<file path="src/rtl/regfile_alu.sv">
// regfile_alu: 2**WIDTH_SEG x WIDTH_WORD register file (two write, two read ports) feeding a combinational ALU.
// Optional macro REGFILE_BYPASS_EN forwards same-cycle write data to matching read ports.
module regfile_alu #(
    parameter int WIDTH_WORD = 8,
    parameter int WIDTH_SEG  = 4
) (
    input  logic                  clk,
    input  logic                  rst_n,
    input  logic                  write0,
    input  logic                  write1,
    input  logic [WIDTH_SEG-1:0]  srcreg0,
    input  logic [WIDTH_SEG-1:0]  srcreg1,
    input  logic [WIDTH_WORD-1:0] srcval0,
    input  logic [WIDTH_WORD-1:0] srcval1,
    input  logic [WIDTH_SEG-1:0]  dstreg0,
    input  logic [WIDTH_SEG-1:0]  dstreg1,
    output logic [WIDTH_WORD-1:0] dstval0,
    output logic [WIDTH_WORD-1:0] dstval1,
    input  logic [2:0]            alu_op,
    output logic [WIDTH_WORD-1:0] retval,
    output logic                  carry
);

    localparam int NUM_REGS = 2**WIDTH_SEG;

    localparam logic [2:0] OP_ADD  = 3'b000;
    localparam logic [2:0] OP_SUB  = 3'b001;
    localparam logic [2:0] OP_AND  = 3'b010;
    localparam logic [2:0] OP_OR   = 3'b011;
    localparam logic [2:0] OP_NOT  = 3'b100;
    localparam logic [2:0] OP_EQ   = 3'b101;
    localparam logic [2:0] OP_LT   = 3'b110;
    localparam logic [2:0] OP_PASS = 3'b111;

    logic [WIDTH_WORD-1:0] r_regs [NUM_REGS];

    logic [WIDTH_WORD-1:0] w_rd0;
    logic [WIDTH_WORD-1:0] w_rd1;
    logic [WIDTH_WORD:0]   w_sum;
    logic [WIDTH_WORD:0]   w_diff;
    logic [WIDTH_WORD-1:0] w_ret;
    logic                  w_carry;

    // Port 1 is assigned last so it wins when both ports hit the same register.
    always_ff @(posedge clk or negedge rst_n) begin
        if (!rst_n) begin
            for (int i = 0; i < NUM_REGS; i++) begin
                r_regs[i] <= '0;
            end
        end else begin
            if (write0) r_regs[srcreg0] <= srcval0;
            if (write1) r_regs[srcreg1] <= srcval1;
        end
    end

    always_comb begin
        w_rd0 = r_regs[dstreg0];
        w_rd1 = r_regs[dstreg1];
`ifdef REGFILE_BYPASS_EN
        // Forwarding is suppressed in reset so reads stay at zero while writes are ignored.
        if (rst_n) begin
            if (write0 && (srcreg0 == dstreg0)) w_rd0 = srcval0;
            if (write1 && (srcreg1 == dstreg0)) w_rd0 = srcval1;
            if (write0 && (srcreg0 == dstreg1)) w_rd1 = srcval0;
            if (write1 && (srcreg1 == dstreg1)) w_rd1 = srcval1;
        end
`endif
    end

    assign dstval0 = w_rd0;
    assign dstval1 = w_rd1;

    assign w_sum  = {1'b0, w_rd0} + {1'b0, w_rd1};
    assign w_diff = {1'b0, w_rd0} - {1'b0, w_rd1};

    // The extra top bit of the subtraction is the borrow (set exactly when A < B).
    always_comb begin
        w_ret   = '0;
        w_carry = 1'b0;
        case (alu_op)
            OP_ADD: begin
                w_ret   = w_sum[WIDTH_WORD-1:0];
                w_carry = w_sum[WIDTH_WORD];
            end
            OP_SUB: begin
                w_ret   = w_diff[WIDTH_WORD-1:0];
                w_carry = w_diff[WIDTH_WORD];
            end
            OP_AND:  w_ret = w_rd0 & w_rd1;
            OP_OR:   w_ret = w_rd0 | w_rd1;
            OP_NOT:  w_ret = ~w_rd0;
            OP_EQ:   w_ret = {{(WIDTH_WORD-1){1'b0}}, (w_rd0 == w_rd1)};
            OP_LT:   w_ret = {{(WIDTH_WORD-1){1'b0}}, (w_rd0 < w_rd1)};
            OP_PASS: w_ret = w_rd0;
            default: w_ret = w_rd0;
        endcase
    end

    assign retval = w_ret;
    assign carry  = w_carry;

endmodule

</file>
<file path="config.mk">
export PLATFORM = sky130hd
export DESIGN_NAME = regfile_alu
export DESIGN_NICKNAME = d
export VERILOG_FILES = /design/src/rtl/regfile_alu.sv
export SDC_FILE = /design/constraint.sdc
export NUM_CORES = 1
export LEC_CHECK = 0
export CORE_UTILIZATION = 55
export DETAILED_ROUTE_END_ITERATION = 10
export PLACE_DENSITY = 0.78
export SYNTH_ARGS = -nofsm -noshare
export SYNTH_HDL_FRONTEND = slang
export SYNTH_SLANG_ARGS = --single-unit
</file>
<file path="constraint.sdc">
create_clock -name clk -period 7.4 [get_ports clk]
set_clock_uncertainty 0.05 [all_clocks]
set_input_delay 2.22 -clock clk [delete_from_list [all_inputs] [get_ports clk]]
set_output_delay 2.22 -clock clk [all_outputs]
set_load 0.03 [all_outputs]
</file>
After elaboration in Yosys (flattened, before gate mapping)
Cells that the tools add are included.
- register bits: 128
- input bits: 39
- output and inout bits: 25
- word-level logic and storage cells: 59
- $add $sub $neg: 2
- $lt $le $gt $ge: 7
- equality and inequality tests: 8
- multiplexer cells: 16
- bitwise gates (word level): 7
- reductions and logical operators: 3
- operators with widths (operator ; count):
    bitwise mux 128 bit ; 2
    two-way mux 128 bit ; 2
    binary-select mux 8 bit (select 4 bit) ; 2
    demux 8 bit (select 4 bit) ; 2
    one-hot mux 8 bit (8 select lines) ; 1
    two-way mux 8 bit ; 6
    greater-or-equal comparator 5 bit (second input constant) ; 4
    inverter 4 -> 5 bit ; 4
    == test 3 bit (second input constant) ; 4
    < comparator 5 x 1 -> 1 bit (second input constant) ; 2
    adder 8 x 8 -> 9 bit ; 1
    subtractor 8 x 8 -> 9 bit ; 1
    AND 8 bit ; 1
    == test 8 bit ; 1
    < comparator 8 bit ; 1
    inverter 8 bit ; 1
    OR 8 bit ; 1
    == test 3 x 2 -> 1 bit (second input constant) ; 2
    == test 3 x 1 -> 1 bit (second input constant) ; 1
    logical NOT 3 bit ; 1
    logical AND 1 bit ; 2
    one-hot mux 1 bit (2 select lines) ; 1

Logic depth before layout (Yosys ltp)
Gate-level depths: netlist of the first run.
- word-level depth: 9
- gate-level depth with buffers: 14
- gate-level depth less buffers: 12

Least setup slack after synthesis of the first run
OpenSTA, ideal clock, no wires.
- path kind: in2out
- start: input port dstreg1[0]
- end: output port retval[6]
- data arrival time: 5.985 ns
- data required time: 5.130 ns
- path slack: -0.855 ns
- stages: 13
- buffers on the path: 2
- cell sequence: clkbuf_1 > buf_2 > mux4_2 > mux4_2 > ha_1 > fa_1 > o21ba_2 > o21bai_1 > a21oi_1 > o21bai_1 > or2_2 > a21oi_1 > nor3_1
- longest elaborated chain between the ends: 6
- elaborated cells on any way between the ends: 9
- those cells by class: add/sub (2); mux (4); bitwise (3)
- ends and longest elaborated chain (element ; line ; source):
    start: declaration ; 16 ; input logic [WIDTH_SEG-1:0] dstreg1,
    inverter 4 -> 5 bit (implied by the code) * ; 58 ; w_rd1 = r_regs[dstreg1];
    binary-select mux 8 bit (select 4 bit) * ; 58 ;
    two-way mux 8 bit (implied by the code) * (2 in series) ; 58 ;
    net dstval1[0] ; 18 ; output logic [WIDTH_WORD-1:0] dstval1,
    subtractor 8 x 8 -> 9 bit or adder 8 x 8 -> 9 bit (tied branches) ; 74, 73 ;
    one-hot mux 8 bit (8 select lines) * ; 80 ; case (alu_op)
    end: declaration ; 20 ; output logic [WIDTH_WORD-1:0] retval,
Mark *: on every way through the listed nets, which the timed path passes. The rest lies on a longest branch. The select of a mux whose other input is x is not followed.

Worst setup path in the final report of the first run
- start: input port dstreg1[0]
- end: output port retval[6]
- longest elaborated chain between the ends: 6
- elaborated cells on any way between the ends: 9
- those cells by class: add/sub (2); mux (4); bitwise (3)
- ends and longest elaborated chain (element ; line ; source):
    inverter 4 -> 5 bit (implied by the code) * ; 58 ;
    binary-select mux 8 bit (select 4 bit) * ; 58 ;
    two-way mux 8 bit (implied by the code) * (2 in series) ; 58 ;
    subtractor 8 x 8 -> 9 bit, or another cell as far along ; 74 ; assign w_diff = {1'b0, w_rd0} - {1'b0, w_rd1};
    one-hot mux 8 bit (8 select lines) * ; 80 ;
Mark *: on every way between the ends. The rest lies on a longest branch, timed or not. The select of a mux whose other input is x is not followed.

==> results.yml, run 1 <==
outcome:
  status: "finished with violations"
  violations: "setup timing"
synthesis:
  synth_nets: 966
  syn_area_per_cell_um2: 10.2
  synth_edf_count: 0
  synthTopCellsByArea: "dfrtp_1, mux4_2, mux2i_1, a21oi_1, nor2_1"
  synth_top_area_share_pct: 34.9
  synth_flop_cell: "dfrtp_1"
  ys_types: 45
  synth-seq-cells: 128
  ys.warnings.count: 0
  async_flop_share_pct: 100
  syn_area_mm2: 0.00917
  ys_seq_area_share_pct: 34.9
  synthCells: 901
  yosysTopAreaCell: "dfrtp_1"
finish:
  largest_register_ffs: 128
  nets: 1102
  reg_top3: "r_regs (128)"
  area_growth_pct: 29.9
  fillers: 1024
  largest_register: "r_regs"
  drive_above_1_share_pct: 28.9
  diodes: 0
grt:
  track_usage_pct: 36.4
  grt.overflow.total: 0
  grt_pass1_vias: 8632
  grtUsageMet1_pct: 44.2
  grt_use_met3_pct: 7.33
  grt_pass1_wl_um: 47900
  grt_start_max_net_pins: 67
  grt.met2_usage_pct: 59.6
  grt_busiest_layer: "met2"
  antenna_found_initial: 0
worst_setup_path:
  worstSetupStartpointType: "input pin"
  regToRegEndpoint: "r_regs[117]$_DFF_PN0_"
  arrival_ns: 5.45
  reg2regPathDepth: 2
  timing.rr.start: "r_regs[117]$_DFF_PN0_"
  worst-setup-path-type: "input pin to output pin"
  required_ns: 5.13
  worst_setup_path_end_kind: "output pin"
  critPathMaxFanout: 6
  rrSetupSlack_ns: 6.36
timing:
  setup_slack_ns: -0.316
  tightest_slew_ns: 1.15
  fin_crit_ns: 7.72
  hold_viol_final: 0
  rsz0062_at_grt: "yes"
  max_freq_mhz: 130
  setup_viol: 7
  holdWs_ns: 0.555
  min_period_over_period_pct: 104
  slew_violations: 0
  max_slew_margin_pct: 22.9
routing:
  postRouteWirelength_um: 31100
  dr_total_vias: 8636
  first_pass_iters: 7
  drc_errors: 0
  viasPerCell: 6.82
  detail-route-antenna-nets: 0
  drtIter0Drc: 1265
  routedWlPerCell_um: 24.6
die:
  die_area_mm2: 0.0172
  rows: 46
  dieWidth_um: 131
  die_h_um: 131
  start_util_pct: 57.1
  ios: 64
  core-area_mm2: 0.0161
place:
  portBuffers: 63
  dp_slack_ns: -0.830
  gp_congestion: 0.907
  hpwl_um: 19400
job:
  cap_violations: 0
clock_network:
  clock_path_buffers: 2
  clock_sinks: 128
  cts_max_level: 4
  clock_latency_ns: 0.43
  cts_tree: "built"
  clockRootBuffer: "clkbuf_16"
  numCtsBuffers: 17
  clk_pin_slew_worst_paths_ns: 0.05
worst_hold_path:
  whs_endpoint: "r_regs[65]$_DFF_PN0_"
  hold_path.startpoint: "r_regs[65]$_DFF_PN0_"
  hold_depth: 2
  hold_class: "register to register"
pwr:
  p_leak_nw: 5.05
  peakVddDrop_mv: 0.202
  powerDensity_mw_per_mm2: 316
-- power by group --
| group | internal, W | leakage, nW | switching (W) |
|---|---|---|---|
| registers | 0.000881 | 1.51 | 0.000179 |
| logic | 0.000944 | 3.24 | 0.000875 |
| clock network | 0.000574 | 0.299 | 0.000317 |
| total | 0.00240 | 5.05 | 0.00137 |
-- cells in the final DEF (no fill, tap or decap), types with 10 or more instances in the layout --
master,count
inv_1,16
o21ai_0,54
mux2i_1,135
ha_1,14
nand2_1,75
inv_2,10
mux4_2,79
clkdlybuf4s50_1,48
clkbuf_16,18
buf_6,11
nand3_1,11
buf_12,12
buf_4,114
nor2_1,108
dfrtp_1,128
a21oi_1,91
-- what timing repair did --
| item | 4_1_cts | 5_1_grt |
|---|---|---|
| gates resized for setup | 72 | 35 |
| pin swaps | 19 | 17 |
| endpoints found under the setup margin | 9 | 9 |
| hold buffers | 0 | 0 |
| gates cloned | 5 | 1 |
| buffers inserted | 25 | 6 |
-- worst max-delay path, stage by stage --
cell and delay (ns):
buf_12 0.09, buf_12 0.13, mux4_2 0.54, mux4_2 0.56, ha_4 0.21, fa_2 0.36
o21ba_4 0.25, o21bai_4 0.13, buf_6 0.11, a21oi_2 0.04, o21bai_1 0.20, or2_4 0.18
a21oi_4 0.06, nor3_4 0.21, buf_6 0.15
-- metal layers --
layer  up-vias  wire (um)
li1       3563          -
met1      4120      10700
met2       739      14800
met3       214       3340
met4         0       2270
met5         -          0
-- layout make-up --
cell class / instances / area (um^2) / share of cell area (%)
inverters: 27 / 104 / 0.871
repair buffers: 194 / 1890 / 15.9
clock buffers: 24 / 502 / 4.21
well taps: 216 / 270 / 2.27
clock inverters: 8 / 126 / 1.06
multi-input cells: 669 / 5820 / 48.8
flip-flops and latches: 128 / 3200 / 26.9
-- how the worst max path moves through the flow --
stage               start   endpoint  slack [ns]  cells past startpoint
6_report       dstreg1[0]  retval[6]       -0.32                     15
3_3_place_gp   dstreg1[1]  retval[0]       -0.76                     14
2_1_floorplan  dstreg1[0]  retval[6]       -0.12                     13
5_1_grt        dstreg1[0]  retval[6]       -0.44                     18
4_1_cts        dstreg1[0]  retval[6]       -0.24                     15
3_5_place_dp   dstreg1[1]  retval[0]       -0.83                     13
-- per-stage QoR --
stage                     util [%]  instances  TNS [ns]  cell area, um^2  power (W)
after floorplan                  -        901    -0.149             9330    0.00194
after global placement        66.0       1197     -4.55            10600    0.00250
after detailed placement      66.0       1197     -5.01            10600    0.00255
after CTS                     72.9       1259    -0.894            11700    0.00357
after global routing          74.2       1266     -2.11            11900    0.00391
final                         74.2       1266     -1.51            11900    0.00377
-- cell usage after synthesis (5+ instances only) --
| master | count |
|---|---|
| mux4_2 | 79 |
| buf_1 | 11 |
| nand3_1 | 11 |
| inv_1 | 26 |
| ha_1 | 24 |
| mux2i_1 | 135 |
| buf_2 | 10 |
| a21oi_1 | 100 |
| or3_1 | 7 |
| clkbuf_1 | 53 |
| nor2_1 | 109 |
| nor3_1 | 5 |
| nand3b_1 | 5 |
| dfrtp_1 | 128 |
| o21ai_0 | 59 |
| nand2_1 | 75 |
| xnor2_1 | 5 |
| nor2b_1 | 5 |
-- cell families (layout without fill, tap and decap cells) --
kind of cell | after synthesis | count (layout) | synth area share (%)
simple gates | 235 | 235 | 11.0
fa+ha+maj | 26 | 26 | 3.71
buf+inv | 104 | 253 | 4.60
xor+xnor | 5 | 5 | 0.478
flops | 128 | 128 | 34.9
compound gates | 188 | 188 | 11.1
mux | 215 | 215 | 34.3
Note: power is estimated with default switching activity, not from simulation.
==> inputs of run 2 (changes only) <==
--- a/config.mk
+++ b/config.mk
@@ -5,9 +5,10 @@
 export SDC_FILE = /design/constraint.sdc
 export NUM_CORES = 1
 export LEC_CHECK = 0
-export CORE_UTILIZATION = 55
+export ABC_AREA = 1
+export CORE_UTILIZATION = 61
 export DETAILED_ROUTE_END_ITERATION = 10
-export PLACE_DENSITY = 0.78
+export PLACE_DENSITY = 0.82
 export SYNTH_ARGS = -nofsm -noshare
 export SYNTH_HDL_FRONTEND = slang
 export SYNTH_SLANG_ARGS = --single-unit
==> constraint.sdc (replaced) <==
create_clock -name clk -period 7.6 [get_ports clk]
set_clock_uncertainty 0.05 [all_clocks]
set_input_delay 2.28 -clock clk [delete_from_list [all_inputs] [get_ports clk]]
set_output_delay 2.28 -clock clk [all_outputs]
set_load 0.03 [all_outputs]
==> run 2 against run 1 <==
The flow now finishes without violations. Largest power group unchanged. Power shrank 25%. First-iteration DRC count up 42%. Synthesized cell count grew 63%. Final cell count grew 38%. Sequential power down 9.5%. Register-to-register slack gained 0.20 ns. Non-clock buffer count decreased by 80. Design area down 5.2%. Routed wire length increased by 23%. Utilization fell by 2.9 points. Critical path type unchanged. Combinational power fell by 43%. Worst setup slack better by 0.46 ns.
==> results.yml, run 2 <==
worst_setup_path:
  worstSetupStartpoint: "dstreg0[0]"
  arrival_ns: 5.12
  slowest_stage: "buf_12"
  path_buf_inv: 5
  rrSetupSlack_ns: 6.56
  crit_end: "retval[7]"
  reg2regPathDepth: 4
  cp_top_family: "simple AND/OR/NAND/NOR gates"
  worst_path_most_repeated_cell: "nand2_1"
  regToRegEndpoint: "r_regs[0]$_DFF_PN0_"
  slowest_delay_ns: 0.36
  worstSetupStartpointType: "input pin"
  worst-setup-path-type: "input pin to output pin"
  cp.depth: 18
  critPathMaxFanout: 108
  worst_setup_path_end_kind: "output pin"
  required_ns: 5.27
  timing.rr.start: "r_regs[0]$_DFF_PN0_"
  critical_path.cell_chain: "buf_2, buf_12, o21ai_0, nand3_1, nand3_1, nand2_1, inv_1, ha_1, buf_4, nor2_1, nand3b_1, nand2_1, nand2_1, nand3_1, nand2_1, nor2_1, nand2_1, buf_4"
grt:
  track_usage_pct: 47.3
  grt.met2_usage_pct: 70.6
  grt_pass1_wl_um: 58200
  grt_use_met3_pct: 13.7
  grt_start_max_net_pins: 109
  grt_busiest_layer: "met2"
  antenna_found_initial: 0
  grt.overflow.total: 0
  grt_pass1_vias: 10300
  grtUsageMet1_pct: 60.7
die:
  die_h_um: 129
  core-area_mm2: 0.0158
  rows: 46
  die_area_mm2: 0.0167
  ios: 64
  start_util_pct: 62.4
  dieWidth_um: 129
synthesis:
  synth_flop_cell: "dfrtp_1"
  syn_area_mm2: 0.00987
  yosysMostFrequentCell: "o21ai_0"
  ys_top_cells_by_count: "o21ai_0, nand2_1, inv_1"
  ys_seq_area_share_pct: 32.4
  synth_nets: 1537
  async_flop_share_pct: 100
  ys.warnings.count: 0
  synth_top_area_share_pct: 32.4
  ys_types: 36
  yosysTopAreaCell: "dfrtp_1"
  synthTopCellsByArea: "dfrtp_1, o21ai_0, nand2_1, inv_1, a21oi_1"
  synthCells: 1472
  synth_edf_count: 0
  syn_area_per_cell_um2: 6.71
  synth-seq-cells: 128
job:
  cap_violations: 0
finish:
  nets: 1579
  drive_above_1_share_pct: 8.58
  final_cell_mix: "o21ai_0, nand2_1, inv_1, dfrtp_1, a21oi_1"
  area_growth_pct: 14.4
  instances_no_fill: 1743
  multi_input_area_mm2: 0.00538
  largest_register: "r_regs"
  layout.area.seq_mm2: 0.00320
  diodes: 0
  final_core_util_pct: 71.3
  final_common_cell: "o21ai_0"
  largest_register_ffs: 128
  reg_top3: "r_regs (128)"
  fillers: 1417
clock_network:
  numCtsBuffers: 17
  clk_pin_slew_worst_paths_ns: 0.06
  clock_latency_ns: 0.42
  clockRootBuffer: "clkbuf_16"
  cts_tree: "built"
  cts_max_level: 4
  clock_sinks: 128
  postCtsHoldBufs: 0
  clock_path_buffers: 2
routing:
  drc_errors: 0
  drtIter0Drc: 1800
  detail-route-antenna-nets: 0
  postRouteWirelength_um: 38400
  dr_total_vias: 11400
  viasPerCell: 6.54
  first_pass_iters: 7
  routedWlPerCell_um: 22.0
timing:
  max_freq_mhz: 134
  finalSetupTns_ns: 0
  setup_slack_ns: 0.146
  setup_viol: 0
  min_period_over_period_pct: 98.1
  slew_violations: 0
  max_slew_margin_pct: 31.7
  tightest_slew_ns: 1.02
  fin_crit_ns: 7.45
  hold_viol_final: 0
place:
  portBuffers: 63
  gp_congestion: 1.03
  dp_slack_ns: 0.167
  dp.cells: 1709
  hpwl_um: 27000
outcome:
  status: "complete, no violations"
pwr:
  p_leak_nw: 5.29
  power_w: 0.00284
  powerDensity_mw_per_mm2: 252
  peakVddDrop_mv: 0.217
worst_hold_path:
  hold_class: "register to register"
## run 2: cell types whose count changed in the layout (fill, tap and decap cells not counted), sizes merged, moves of 79 or more
cell,delta
inv,+198
o21ai,+190
nand2,+178
mux2i,-135
nand3,+111
mux4,-79
## run 2: logic make-up (layout without fill, tap and decap cells)
group                    after synthesis  after routing  synth area share [%]
buffers and inverters                314            369                  13.1
AND/OR/NAND/NOR                      492            492                  22.1
XOR/XNOR                               4              4                 0.355
adder cells (fa/ha/maj)               26             26                  3.45
AO/OA/AOI/OAI                        508            508                  28.6
flip-flops                           128            128                  32.4
## run 2: power by group
group | internal (W) | switching [W] | leakage [nW] | total [W]
Sequential | 0.000851 | 0.000108 | 1.50 | 0.000959
Clock | 0.000491 | 0.000349 | 0.281 | 0.000840
Combinational | 0.000372 | 0.000672 | 3.51 | 0.00104
## run 2: cell type report
type	count	share of cell area (%)
Clock buffer	19	3.83
Multi-Input combinational cell	1030	47.6
Clock inverter	13	1.35
Tap cell	216	2.39
Inverter	223	7.45
Timing Repair Buffer	114	8.98
Sequential cell	128	28.4
## run 2: timing repair
action,in CTS,in global routing
gates resized for setup,0,6
endpoints found under the hold margin,0,0
setup endpoints to repair,0,5
buffers inserted,0,2
## run 2: how the worst min path moves through the flow
stage / slack, ns / depth (start not counted) / end / startpoint
floorplan: 0.47 / 2 / r_regs[31]$_DFF_PN0_ / r_regs[31]$_DFF_PN0_
global placement: 0.50 / 2 / r_regs[61]$_DFF_PN0_ / r_regs[61]$_DFF_PN0_
detailed placement: 0.51 / 2 / r_regs[53]$_DFF_PN0_ / r_regs[53]$_DFF_PN0_
CTS: 0.54 / 2 / r_regs[53]$_DFF_PN0_ / r_regs[53]$_DFF_PN0_
global route: 0.58 / 2 / r_regs[61]$_DFF_PN0_ / r_regs[61]$_DFF_PN0_
finish: 0.54 / 2 / r_regs[53]$_DFF_PN0_ / r_regs[53]$_DFF_PN0_
## run 2: metrics by stage
step                      area (um^2)  hold WS [ns]
after floorplan                  9870         0.467
after global placement          10700         0.498
after detailed placement        10700         0.507
after CTS                       11300         0.536
after global routing            11300         0.583
final                           11300         0.537
## run 2: layer usage
metal | wire length (um) | part of all wire, %
met5 | 0 | 0
met4 | 2540 | 6.6
met3 | 5060 | 13
met2 | 16300 | 42
met1 | 14500 | 38
## run 2: worst reg2reg max path, cell delays in order, from the launching register on
cell,delay [ns]
dfrtp_1,0.37
inv_1,0.17
a21oi_1,0.09
o21ai_0,0.07
o21ai_0,0.12
==> inputs of run 3 (changes only) <==
--- a/config.mk
+++ b/config.mk
@@ -9,6 +9,8 @@
 export CORE_UTILIZATION = 61
 export DETAILED_ROUTE_END_ITERATION = 10
 export PLACE_DENSITY = 0.82
+export SLEW_MARGIN = 20
 export SYNTH_ARGS = -nofsm -noshare
 export SYNTH_HDL_FRONTEND = slang
 export SYNTH_SLANG_ARGS = --single-unit
+export TNS_END_PERCENT = 20
==> constraint.sdc (replaced) <==
create_clock -name clk -period 7.45 [get_ports clk]
set_clock_uncertainty 0.05 [all_clocks]
set_input_delay 2.235 -clock clk [delete_from_list [all_inputs] [get_ports clk]]
set_output_delay 2.235 -clock clk [all_outputs]
set_load 0.03 [all_outputs]
==> run 3 against run 2 <==
Via count barely moved. First-iteration DRC count is 3.5% higher. Non-clock buffer count grew 3. Critical path depth up 2. Worst setup slack worse by 0.038 ns. Die area is the same. Sequential cell count unchanged. Final cell count up 0.23%. Design area up 1.3%. Largest cell class unchanged.
==> results.yml, run 3 (synthesis gave the netlist of run 2 again) <==
timing:
  max_freq_mhz: 136
  min_period_over_period_pct: 98.6
  max_slew_margin_pct: 32.2
  rsz0062_at_grt: "yes"
  setup_viol: 0
  slew_violations: 0
  hold_viol_final: 0
  tightest_slew_ns: 1.01
  fin_crit_ns: 7.34
worst_setup_path:
  worst-setup-path-type: "input pin to output pin"
  arrival_ns: 5.06
  worst_setup_path_end_kind: "output pin"
  worstSetupStartpointType: "input pin"
  critPathMaxFanout: 19
  required_ns: 5.16
  rrSetupSlack_ns: 6.39
routing:
  viasPerCell: 6.52
  first_pass_iters: 7
  drtIter0Drc: 1863
  routedWlPerCell_um: 22.0
  detail-route-antenna-nets: 0
  drc_errors: 0
  dr_total_vias: 11400
  postRouteWirelength_um: 38500
die:
  dieWidth_um: 129
  rows: 46
  start_util_pct: 62.4
  die_h_um: 129
  core-area_mm2: 0.0158
  die_area_mm2: 0.0167
  ios: 64
finish:
  final_common_cell: "o21ai_0"
  largest_register_ffs: 128
  largest_register: "r_regs"
  instances_no_fill: 1747
  nets: 1582
  final_core_util_pct: 72.3
  reg_top3: "r_regs (128)"
  final_cell_mix: "o21ai_0, nand2_1, inv_1, dfrtp_1, a21oi_1"
  drive_above_1_share_pct: 9.08
  area_growth_pct: 15.9
clock_network:
  cts_tree: "built"
  clk_pin_slew_worst_paths_ns: 0.06
  cts_max_level: 4
  clock_latency_ns: 0.44
  clock_sinks: 128
  clock_path_buffers: 2
  numCtsBuffers: 17
  cts_setup_buffers: 0
  clockRootBuffer: "clkbuf_16"
worst_hold_path:
  hold_class: "register to register"
grt:
  grt_pass1_vias: 10100
  antenna_found_initial: 1
  grt_pass1_wl_um: 58000
  grt.overflow.total: 0
  track_usage_pct: 47.3
  grt_start_max_net_pins: 69
pwr:
  p_leak_nw: 5.37
  powerDensity_mw_per_mm2: 260
  peakVddDrop_mv: 0.200
place:
  dp.cells: 1714
  gp_congestion: 1.05
  hpwl_um: 27200
  portBuffers: 63
outcome:
  status: "complete, no violations"
job:
  cap_violations: 0
run 3: changes by cell type in the layout (fill, tap and decap cells not counted), moves of 2 or more:
| cell | before | now |
|---|---|---|
| buf_12 | 2 | 7 |
| inv_8 | 1 | 4 |
| clkinvlp_4 | 3 | 1 |
| nand2_1 | 247 | 245 |
| clkinv_4 | 2 | 4 |
| nand2_2 | 5 | 7 |
| buf_4 | 57 | 55 |
| o221ai_1 | 7 | 5 |
| clkbuf_1 | 2 | 0 |
| o221ai_2 | 0 | 2 |
| inv_6 | 5 | 2 |
run 3: layer usage:
layer  part of all wire (%)  vias to the layer above  global-route usage (%)
met5                      0                        -                       0
met4                    6.9                        0                    28.6
met3                     15                      217                    13.4
met2                     42                     1006                    69.9
met1                     37                     5099                    61.6
li1                       -                     5064                       -
run 3: layout make-up:
cell class,instances,area (um^2)
repair buffers,117,1090
clock inverters,14,195
fillers,1346,4390
multi-input cells,1030,5400
clock buffers,18,439
inverters,223,837
flip-flops and latches,128,3200
diodes,1,2.50
well taps,216,270
run 3: metrics by stage:
| step | hold slack, ns | setup slack, ns | TNS [ns] | area (um^2) | total power [W] |
|---|---|---|---|---|---|
| final | 0.535 | 0.108 | 0 | 11400 | 0.00297 |
| after detailed placement | 0.523 | 0.144 | 0 | 10800 | 0.00201 |
| after global routing | 0.555 | -0.0293 | -0.0293 | 11400 | 0.00311 |
| after floorplan | 0.467 | 0.460 | 0 | 9870 | 0.00164 |
| after global placement | 0.502 | 0.169 | 0 | 10800 | 0.00198 |
| after CTS | 0.538 | 0.131 | 0 | 11400 | 0.00292 |
run 3: worst max-delay path, cell delays in order:
cell and delay [ns]:
buf_2 0.25, buf_6 0.24, a21oi_1 0.06, o21ai_0 0.13, o21ai_0 0.17, o221ai_1 0.26
nand2_1 0.16, inv_1 0.17, ha_1 0.30, nor2_1 0.14, nand2_1 0.07, nand3_1 0.12
nand3b_1 0.11, nand2_1 0.09, nand2_1 0.10, nand3_1 0.09, nand2_1 0.05, nor2_1 0.10
nand2_1 0.05, buf_4 0.16
run 3: repair_timing:
action	in CTS	in global routing
hold buffers	0	0
gates resized for setup	0	8
endpoints found under the setup margin	0	6
run 3: path summary, 6_finish.rpt:
kind	from	to	cells after the start
max	dstreg1[1]	retval[7]	20
min	r_regs[62]$_DFF_PN0_	r_regs[62]$_DFF_PN0_	2
max reg2reg	r_regs[115]$_DFF_PN0_	r_regs[115]$_DFF_PN0_	4
min reg2reg	r_regs[62]$_DFF_PN0_	r_regs[62]$_DFF_PN0_	2
max in group asynchronous	rst_n	r_regs[41]$_DFF_PN0_	2
min in group asynchronous	rst_n	r_regs[56]$_DFF_PN0_	1
run 3: power by group:
part           internal, W  switching (W)
Combinational     0.000387       0.000689
Sequential        0.000868       0.000113
Clock             0.000548       0.000369
Total              0.00180        0.00117
